==> src/rtl/scmp_bus_seq_pkg.sv <==
// scmp_bus_pak: shared bus-sequencer state type and status-flag bit positions
package scmp_bus_pak;
    typedef enum logic [2:0] {IDLE, BREQ, ADDR, STRB, DONE} BUS_ST_t;
    localparam int FLG_IX_R = 0;
    localparam int FLG_IX_I = 1;
    localparam int FLG_IX_D = 2;
    localparam int FLG_IX_H = 3;
    localparam int CNT_W    = 16;
endpackage

==> src/rtl/scmp_bus_seq_if.sv <==
// scmp_bus_seq_if: core-side single-beat request/acknowledge handshake
interface scmp_bus_seq_if #(parameter int ADDR_W = 16);
    logic              req_i;
    logic              req_we_i;
    logic [ADDR_W-1:0] req_addr_i;
    logic [7:0]        req_wdata_i;
    logic [3:0]        req_flags_i;
    logic              ack_o;
    logic              err_o;
    logic [7:0]        rdata_o;
    logic              busy_o;
    modport master (output req_i, req_we_i, req_addr_i, req_wdata_i, req_flags_i,
                    input  ack_o, err_o, rdata_o, busy_o);
    modport slave  (input  req_i, req_we_i, req_addr_i, req_wdata_i, req_flags_i,
                    output ack_o, err_o, rdata_o, busy_o);
endinterface

==> src/rtl/scmp_bus_seq_sync.sv <==
// scmp_sync: DEPTH-stage flop chain synchroniser, async reset to 0
module scmp_sync #(parameter int DEPTH = 2) (
    input  logic clk,
    input  logic rst_n,
    input  logic i_d,
    output logic o_q
);
    logic [DEPTH-1:0] r_q;
    // shift the asynchronous input through the chain
    always_ff @(posedge clk or negedge rst_n)
        if (!rst_n) r_q <= '0;
        else        r_q <= {r_q[DEPTH-2:0], i_d};
    assign o_q = r_q[DEPTH-1];
endmodule

==> src/rtl/scmp_bus_seq.sv <==
// scmp_bus_seq: SC/MP external bus-cycle sequencer (optional HOLD timeout via SCMP_BUS_TIMEOUT_EN)
module scmp_bus_seq
    import scmp_bus_pak::*;
#(
    parameter int ADDR_W    = 16,
    parameter int ADS_CYC   = 1,
    parameter int STRB_CYC  = 2,
    parameter int HOLD_SYNC = 2,
    parameter int TIMEOUT   = 255
) (
    input  logic              clk,
    input  logic              rst_n,
    scmp_bus_seq_if.slave     core,
    input  logic              en_in_i,
    output logic              en_out_o,
    output logic              breq_o,
    output logic [ADDR_W-5:0] addr_o,
    input  logic [7:0]        d_i,
    output logic [7:0]        d_o,
    output logic              d_oe_o,
    output logic              ads_n_o,
    output logic              rd_n_o,
    output logic              wr_n_o,
    input  logic              hold_i
);
    if (ADS_CYC < 1 || STRB_CYC < 1 || HOLD_SYNC < 2 || TIMEOUT < 0) begin : g_bad
        $error("scmp_bus_seq: illegal parameter value");
    end

    BUS_ST_t           r_state, w_next;
    logic [CNT_W-1:0]  r_cnt;
    logic              r_we, w_we, w_hold, w_load, w_abort, w_strb_min, w_strb_end, w_cap;
    logic [ADDR_W-1:0] r_addr, w_addr;
    logic [7:0]        r_wdata, w_wdata, r_rdata;
    logic [3:0]        r_flags, w_flags;
    logic              r_ack, r_err, r_busy, r_breq, r_d_oe, r_ads_n, r_rd_n, r_wr_n;
    logic [7:0]        r_d;
    logic [ADDR_W-5:0] r_addr_o;

    scmp_sync #(.DEPTH(HOLD_SYNC)) u_hold_sync (.clk(clk), .rst_n(rst_n), .i_d(hold_i), .o_q(w_hold));

    assign w_strb_min = r_cnt >= CNT_W'(STRB_CYC - 1);
    assign w_strb_end = (w_strb_min && !w_hold) || w_abort;

`ifdef SCMP_BUS_TIMEOUT_EN
    logic [CNT_W-1:0] r_wait;
    assign w_abort = r_state == STRB && w_strb_min && w_hold && r_wait >= CNT_W'(TIMEOUT);
    // count strobe cycles spent past the minimum because of HOLD
    always_ff @(posedge clk or negedge rst_n)
        if (!rst_n) r_wait <= '0;
        else        r_wait <= (r_state == STRB && w_strb_min && w_hold) ? (&r_wait ? r_wait : r_wait + 1'b1) : '0;
`else
    assign w_abort = 1'b0;
`endif

    // next-state decode
    always_comb begin
        w_next = r_state;
        case (r_state)
            IDLE:    w_next = core.req_i ? BREQ : IDLE;
            BREQ:    w_next = en_in_i ? ADDR : BREQ;
            ADDR:    w_next = r_cnt >= CNT_W'(ADS_CYC - 1) ? STRB : ADDR;
            STRB:    w_next = w_strb_end ? DONE : STRB;
            DONE:    w_next = (core.req_i && en_in_i) ? ADDR : IDLE;
            default: w_next = IDLE;
        endcase
    end

    // a back-to-back cycle uses the fields presented alongside ack
    assign w_load  = (r_state == IDLE && core.req_i) || (r_state == DONE && w_next == ADDR);
    assign w_we    = w_load ? core.req_we_i    : r_we;
    assign w_addr  = w_load ? core.req_addr_i  : r_addr;
    assign w_wdata = w_load ? core.req_wdata_i : r_wdata;
    assign w_flags = w_load ? core.req_flags_i : r_flags;
    assign w_cap   = r_state == STRB && w_strb_end && (!r_we || w_abort);

    // state, phase counter and latched request fields
    always_ff @(posedge clk or negedge rst_n)
        if (!rst_n) begin
            r_state <= IDLE;
            r_cnt   <= '0;
            r_we    <= 1'b0;
            r_addr  <= '0;
            r_wdata <= '0;
            r_flags <= '0;
        end else begin
            r_state <= w_next;
            r_cnt   <= (w_next != r_state) ? '0 : (&r_cnt ? r_cnt : r_cnt + 1'b1);
            r_we    <= w_we;
            r_addr  <= w_addr;
            r_wdata <= w_wdata;
            r_flags <= w_flags;
        end

    // pin and handshake outputs registered from the next state
    always_ff @(posedge clk or negedge rst_n)
        if (!rst_n) begin
            r_ads_n  <= 1'b1;
            r_rd_n   <= 1'b1;
            r_wr_n   <= 1'b1;
            r_d_oe   <= 1'b0;
            r_d      <= '0;
            r_addr_o <= '0;
            r_breq   <= 1'b0;
            r_busy   <= 1'b0;
            r_ack    <= 1'b0;
            r_err    <= 1'b0;
            r_rdata  <= 8'h00;
        end else begin
            r_ads_n  <= w_next != ADDR;
            r_rd_n   <= !(w_next == STRB && !w_we);
            r_wr_n   <= !(w_next == STRB && w_we);
            r_d_oe   <= w_next == ADDR || (w_next == STRB && w_we);
            r_d      <= w_next == ADDR ? {w_flags[FLG_IX_H], w_flags[FLG_IX_D], w_flags[FLG_IX_I], w_flags[FLG_IX_R], w_addr[ADDR_W-1 -: 4]}
                      : (w_next == STRB && w_we) ? w_wdata : r_d;
            r_addr_o <= w_next == ADDR ? w_addr[ADDR_W-5:0] : r_addr_o;
            r_breq   <= w_next != IDLE;
            r_busy   <= w_next != IDLE;
            r_ack    <= w_next == DONE && r_state == STRB;
            r_err    <= w_abort;
            r_rdata  <= w_cap ? (w_abort ? 8'hFF : d_i) : r_rdata;
        end

    assign en_out_o     = en_in_i & ~r_breq;
    assign breq_o       = r_breq;
    assign addr_o       = r_addr_o;
    assign d_o          = r_d;
    assign d_oe_o       = r_d_oe;
    assign ads_n_o      = r_ads_n;
    assign rd_n_o       = r_rd_n;
    assign wr_n_o       = r_wr_n;
    assign core.ack_o   = r_ack;
    assign core.err_o   = r_err;
    assign core.rdata_o = r_rdata;
    assign core.busy_o  = r_busy;
endmodule

==> src/flat_wrapper.sv <==
// flat-port wrapper written by rule: the top's interface ports become plain ports
module scmp_bus_seq_flat import scmp_bus_pak::*;
#(
    parameter int ADDR_W    = 16,
    parameter int ADS_CYC   = 1,
    parameter int STRB_CYC  = 2,
    parameter int HOLD_SYNC = 2,
    parameter int TIMEOUT   = 255
)
  (clk, rst_n, en_in_i, en_out_o, breq_o, addr_o, d_i, d_o, d_oe_o, ads_n_o, rd_n_o, wr_n_o, hold_i, core_req_i, core_req_we_i, core_req_addr_i, core_req_wdata_i, core_req_flags_i, core_ack_o, core_err_o, core_rdata_o, core_busy_o);
  scmp_bus_seq_if #(.ADDR_W(ADDR_W)) core_i ();
  input  logic clk;
  input  logic rst_n;
  input  logic en_in_i;
  output logic en_out_o;
  output logic breq_o;
  output logic [ADDR_W-5:0] addr_o;
  input  logic [7:0] d_i;
  output logic [7:0] d_o;
  output logic d_oe_o;
  output logic ads_n_o;
  output logic rd_n_o;
  output logic wr_n_o;
  input  logic hold_i;
  input wire logic [$bits(core_i.req_i)-1:0] core_req_i;
  input wire logic [$bits(core_i.req_we_i)-1:0] core_req_we_i;
  input wire logic [$bits(core_i.req_addr_i)-1:0] core_req_addr_i;
  input wire logic [$bits(core_i.req_wdata_i)-1:0] core_req_wdata_i;
  input wire logic [$bits(core_i.req_flags_i)-1:0] core_req_flags_i;
  output wire logic [$bits(core_i.ack_o)-1:0] core_ack_o;
  output wire logic [$bits(core_i.err_o)-1:0] core_err_o;
  output wire logic [$bits(core_i.rdata_o)-1:0] core_rdata_o;
  output wire logic [$bits(core_i.busy_o)-1:0] core_busy_o;
  assign core_i.req_i = core_req_i;
  assign core_i.req_we_i = core_req_we_i;
  assign core_i.req_addr_i = core_req_addr_i;
  assign core_i.req_wdata_i = core_req_wdata_i;
  assign core_i.req_flags_i = core_req_flags_i;
  assign core_ack_o = core_i.ack_o;
  assign core_err_o = core_i.err_o;
  assign core_rdata_o = core_i.rdata_o;
  assign core_busy_o = core_i.busy_o;
  scmp_bus_seq #(.ADDR_W(ADDR_W), .ADS_CYC(ADS_CYC), .STRB_CYC(STRB_CYC), .HOLD_SYNC(HOLD_SYNC), .TIMEOUT(TIMEOUT)) u_core (.clk(clk), .rst_n(rst_n), .core(core_i), .en_in_i(en_in_i), .en_out_o(en_out_o), .breq_o(breq_o), .addr_o(addr_o), .d_i(d_i), .d_o(d_o), .d_oe_o(d_oe_o), .ads_n_o(ads_n_o), .rd_n_o(rd_n_o), .wr_n_o(wr_n_o), .hold_i(hold_i));
endmodule
==> config.mk <==
export PLATFORM = sky130hd
export DESIGN_NAME = scmp_bus_seq_flat
export DESIGN_NICKNAME = d
export VERILOG_FILES = /design/src/rtl/scmp_bus_seq_pkg.sv /design/src/rtl/scmp_bus_seq_if.sv /design/src/rtl/scmp_bus_seq_sync.sv /design/src/rtl/scmp_bus_seq.sv /design/src/flat_wrapper.sv
export SDC_FILE = /design/constraint.sdc
export NUM_CORES = 1
export LEC_CHECK = 0
export ABC_AREA = 1
export BUFFER_PORTS_ARGS = -buffer_cell sky130_fd_sc_hd__buf_2
export CAP_MARGIN = 20
export CORE_MARGIN = 3
export CORE_UTILIZATION = 31
export DETAILED_ROUTE_END_ITERATION = 8
export PLACE_DENSITY = 0.47
export SYNTH_ARGS = -nofsm -noshare
export SYNTH_HDL_FRONTEND = slang
export SYNTH_SLANG_ARGS = --single-unit
==> constraint.sdc <==
create_clock -name clk -period 3.8 [get_ports clk]
set_input_delay 0.57 -clock clk [delete_from_list [all_inputs] [get_ports clk]]
set_output_delay 0.57 -clock clk [all_outputs]
set_load 0.01 [all_outputs]
Word level (Yosys, flattened, before mapping) --
Index checks and enable logic that the tools add are counted.
Word-level totals: bits of input ports 42, flip-flop bits (word level) 84, word-level logic and storage cells 65, output and inout port bits 37
Operators by class: $lt $le $gt $ge 2, equality and inequality tests 10, mux-type cells 14, reductions and logical operators 20, $add $sub $neg 1, bitwise gates (word level) 2
Operators by type and width (number):
- $mux 16 | 3
- $ge 16x1->1 const B | 2
- $mux 8 | 3
- $add 16x1->16 const B | 1
- $reduce_and 16->1 | 1
- $pmux 3 s5 | 1
- $eq 3x2->1 const B | 4
- $logic_and 1x1->1 | 9
- $eq 3x3->1 const B | 2
- $logic_not 1->1 | 5
- $mux 2 | 2
- $mux 4 | 1
- $eq 3x1->1 const B | 1
- $logic_not 3->1 | 1
- $mux 1 | 3
- $mux 3 | 1
- $ne 3x2->1 const B | 1
- $ne 3x3->1 | 1
- $reduce_bool 3->1 | 1
- $logic_or 1x1->1 | 2
- $ne 2x1->1 const B | 1
- $reduce_bool 2->1 | 1
- $and 1x1->1 | 1
- $not 1->1 | 1

Depth between registers and ports, before layout --
depth after elaboration 11, mapped depth 14

Cells and area by module --
A second synthesis with hierarchy kept.
Second synthesis, totals: cells, all modules 423, area total of the unflattened synthesis 3686.0 µm²
By module, submodules not included:
- scmp_bus_seq | seq. area each 2055.7 µm², area each 3636.0 µm², cells an instance 421, instances 1
- scmp_sync | seq. area each 50.0 µm², area each 50.0 µm², cells an instance 2, instances 1

Worst setup path after synthesis --
Ideal clock, no wire load.
path type reg-to-reg, from register u_core.r_cnt[0], to register u_core.r_cnt[14], arrival time 1458 ps, required time 3679 ps, period minus slack after synthesis 1579 ps, stages on the path, launching flop included 9, slack 2221 ps, library setup time 121 ps, cell sequence dfrtp_1 ha_1 nand3_1 nor3_1 nand2_1 nor2_1 nand3_1 nand2_1 nor2_1
Between the ends: cells in the longest elaborated chain, start to end 6, elaborated cells on any way between the ends 12, those cells by class add/sub (1); order compare (2); eq/ne (2); mux (5); reduce/logical (2)
Ends and longest elaborated chain:
- start: declaration | RTL line scmp_bus_seq.sv:31 | logic [CNT_W-1:0] r_cnt;
- start signal: assignment | RTL line scmp_bus_seq.sv:88 | r_cnt <= (w_next != r_state) ? '0 : (&r_cnt ? r_cnt : r_cnt + 1'b1);
- $ge 16x1->1 | RTL line scmp_bus_seq.sv:42 | assign w_strb_min = r_cnt >= CNT_W'(STRB_CYC - 1);
- $logic_and 1x1->1 | RTL line scmp_bus_seq.sv:43 | assign w_strb_end = (w_strb_min && !w_hold) || w_abort;
- $mux 3 | RTL line scmp_bus_seq.sv:63 | STRB: w_next = w_strb_end ? DONE : STRB;
- $pmux 3 s5 | RTL line scmp_bus_seq.sv:59 | case (r_state)
- $ne 3x3->1 | RTL line scmp_bus_seq.sv:88
- $ne 2x1->1 (no source line) or $mux 16 (tied branches)
Parallel ways exist; a longest one is shown, timed or not. The select of a mux whose other input is x is not followed. A chain may end at the register's enable or synchronous reset.

Final worst setup path --
from register u_core.r_cnt[0], to register u_core.r_rdata[5] (netlist: u_core.core.rdata_o[5])
Between the ends: cells in the longest elaborated chain, start to end 4
Ends and longest elaborated chain:
- $ge 16x1->1 | RTL line scmp_bus_seq.sv:42
- $logic_and 1x1->1 | RTL line scmp_bus_seq.sv:43
- $logic_and 1x1->1 (2 in a row) | RTL line scmp_bus_seq.sv:75 | assign w_cap = r_state == STRB && w_strb_end && (!r_we || w_abort);
- end signal: assignment | RTL line scmp_bus_seq.sv:121 | r_rdata <= w_cap ? (w_abort ? 8'hFF : d_i) : r_rdata;
- end: declaration | RTL line scmp_bus_seq.sv:34 | logic [7:0] r_wdata, w_wdata, r_rdata;
Every way passes these cells.

==> impl_metrics.csv <==
group,metric,value,unit
run_status,outcome,"completed",
critical_path,critical_path.max_fanout,13,
timing,tightest_slew,0.852,ns
route,wl_per_cell,13.8,um
die,initial_core_util,0.321,
timing,skew,0.00832,ns
critical_path,start_kind,"flip-flop",
worst_hold_path,hold_class,"in -> reg",
route,viasPerCell,4.78,
finish,drive_gt1_frac,0.206,
timing,tns,0,ns
pwr,power_density,781,mW/mm^2
logic_synthesis,synth_edf_count,0,
critical_path,critPathCaptureType,"flip-flop",
clocking,post-cts-setup-buffers,0,
global_routing,grt_pass1_wl,15.1,mm
pwr,p_total,3520,uW
clocking,cts_max_path_buffers,2,
critical_path,worstSetupStartpoint,"u_core.r_cnt[0]",
finish,fin_nets,546,
route,route.detailed.drc,0,
critical_path,rrSetupSlack,1.52,ns
critical_path,path_depth,11,
worst_hold_path,hold_path.startpoint,"hold_i",
critical_path,cp_cell_sequence,"inv_1 -> ha_1 -> inv_1 -> nor2_1 -> nand2_1 -> nor2_1 -> nand2_1 -> nand3_1 -> nor2_1 -> nand2_1 -> nand2_1",
critical_path,crit_path_top_delay_cell,"nor2_1",
clocking,cts-hold-fix-buffers,0,
timing,report.final.slew_viol_count,0,
global_routing,grt_max_degree,67,
critical_path,reg2reg_from,"u_core.r_cnt[0]",
timing,setup_violations,0,
clocking,cts-root-buf,"clkbuf_16",
finish,fill_cells,1193,
critical_path,timing.rr.end,"u_core.core.rdata_o[5]",
timing,rsz0062_at_grt,"no",
timing,relSlewSlack,0.432,
finish,synthToLayoutAreaGrowth,21.8,%
logic_synthesis,synthFlopType,"dfrtp_1",
timing,max_freq,0.439,GHz
clocking,cts_tree,"yes",
route,vias,3101,
clocking,clk_latency,0.34,ns
die,die_w,115,um
die,core_area,0.0115,sq mm
route,initialDrtViolationCount,152,
route,drtPass1Iterations,5,
critical_path,worstSetupPathType,"reg -> reg",
logic_synthesis,syn_avg_cell_area,8.68,sq um
critical_path,cp-endpoint,"u_core.core.rdata_o[5]",
critical_path,r2r_cells,11,
critical_path,crit_family,"simple AND/OR/NAND/NOR gates",
clocking,cts_resized,0,
die,rows,39,
placed_design,hpwl,6.14,mm
logic_synthesis,seq_area_frac_synth,0.569,
logic_synthesis,synth_warnings,0,
timing,period_needed,2.28,ns
critical_path,critical_path.max_stage_delay,0.60,ns
logic_synthesis,synth-async-reset-ratio,1.00,
critical_path,cp.arrival,2.55,ns
timing,fin_crit_sh,0.599,
clocking,cts.sinks,84,
pwr,p_leak,0.00226,uW
logic_synthesis,syn_inst,426,
placed_design,gp_congestion,0.837,
global_routing,track_usage,0.146,
global_routing,antenna_found_initial,0,
die,die_area,0.0133,sq mm
logic_synthesis,netlist.area_leader.share,0.548,
clocking,path_clk_slew,0.06,ns
die,die_height,115,um
critical_path,cp_common_cell,"nand2_1",
clocking,cts_made_buffers,9,
route,ant_nets,0,
critical_path,cp.required,4.07,ns
job,cap_violations,0,
pwr,vdd_drop_max,0.291,mV
logic_synthesis,synth.largest_area_cell,"dfrtp_1",
placed_design,portBuffers,77,
logic_synthesis,syn_area,0.00370,sq mm
route,wirelength,8.99,mm
logic_synthesis,syn_nets,471,
timing,hold_viol,0,
logic_synthesis,synth.area.top_cells,"dfrtp_1 (55%), nand2_1 (15%), nand3_1 (6.8%)",
logic_synthesis,ys_ff_latch,84,
global_routing,grt_overflow,0,
logic_synthesis,synth_cell_type_count,28,
finish,n_antenna_cell,0,
global_routing,grt_pass1_vias,2918,
die,ios,79,
clocking,htreeDepth,3,
critical_path,cp_num_buf_inv,2,
routing by layer:
| metal | part of all wire | vias to the layer above | track usage |
|---|---|---|---|
| met5 | 0 | - | 0 |
| met4 | 0.019 | 0 | 0.0704 |
| met3 | 0.056 | 12 | 0.0279 |
| met2 | 0.42 | 91 | 0.198 |
| met1 | 0.51 | 1463 | 0.223 |
| li1 | - | 1535 | - |
power by group:
part           internal, uW  switching, uW  total, uW
logic                   444            769       1210
clock network           546            336        883
registers              1250            176       1420
total                  2240           1280       3520
per-stage QoR:
step                utilization  setup slack (ns)  hold WS [ns]  instance area, sq um  cells
finish                    0.391              1.52         0.332                  4500    649
global route              0.391              1.16         0.323                  4500    649
floorplan                     -              2.22         0.274                  3700    426
CTS                       0.391              1.48         0.316                  4500    649
detailed placement        0.365              1.41         0.336                  4210    633
global placement          0.365              1.45         0.336                  4210    633
area by class of cell:
cell class	instances	area, sq um	area share
flip-flops and latches	84	2110	0.468
inverters	18	67.6	0.0150
clock buffers	15	268	0.0595
repair buffers	82	425	0.0945
multi-input cells	306	1430	0.317
clock inverters	1	30.0	0.00667
well taps	143	179	0.0397
logic make-up (layout without fill, tap and decap cells):
logic type	after synthesis	count (layout)	synth area share
DFF	84	84	0.569
buffers and inverters	36	116	0.0447
AOI/OAI and AO/OA	34	34	0.0531
adders and majority gates	3	3	0.0101
xor gates and xnor gates	9	9	0.0213
other	1	1	0.00101
and+or+nand+nor	259	259	0.300
flip-flops by register name (all words and copies together), names as in the netlist:
signal                  flops
u_core.r_flags              4
u_core.r_wdata              8
u_core.d_o                  8
u_core.wr_n_o               1
u_core.r_cnt               16
u_core.r_addr              16
u_core.r_state              3
u_core.ads_n_o              1
u_core.core.ack_o           1
u_core.u_hold_sync.r_q      2
u_core.d_oe_o               1
u_core.core.rdata_o         8
u_core.r_we                 1
u_core.rd_n_o               1
u_core.addr_o              12
u_core.core.busy_o          1
worst min path at each step:
| stage | end | cells past startpoint |
|---|---|---|
| 6_report | u_core.u_hold_sync.r_q[0] | 1 |
| 3_3_place_gp | u_core.u_hold_sync.r_q[1] | 0 |
| 5_1_grt | u_core.u_hold_sync.r_q[0] | 1 |
| 3_5_place_dp | u_core.u_hold_sync.r_q[1] | 0 |
| 4_1_cts | u_core.u_hold_sync.r_q[0] | 1 |
| 2_1_floorplan | u_core.addr_o[0] | 0 |
cells in the final DEF (no fill, tap or decap), types with 4 or more instances in the layout:
| cell | n |
|---|---|
| a31oi_1 | 12 |
| xor2_1 | 7 |
| clkbuf_1 | 4 |
| buf_4 | 6 |
| nor3_1 | 7 |
| nand2_1 | 145 |
| clkbuf_16 | 9 |
| buf_2 | 76 |
| dfrtp_1 | 81 |
| inv_1 | 17 |
| nand3_1 | 50 |
| nand4_1 | 6 |
| a21oi_1 | 11 |
| nor2_1 | 43 |
| o21ai_0 | 10 |
synth_stat cells, types with 2 or more instances:
cell / n
nor4_1: 2
nor2_1: 43
nor3_1: 7
nand4_1: 6
buf_4: 6
xor2_1: 7
inv_1: 17
buf_2: 6
ha_1: 3
a31oi_1: 12
o21ai_0: 10
clkbuf_1: 5
a21oi_1: 11
dfrtp_1: 81
nand2_1: 145
nand3_1: 50
xnor2_1: 2
dfstp_2: 3
Note: power is estimated with default switching activity, not from simulation.
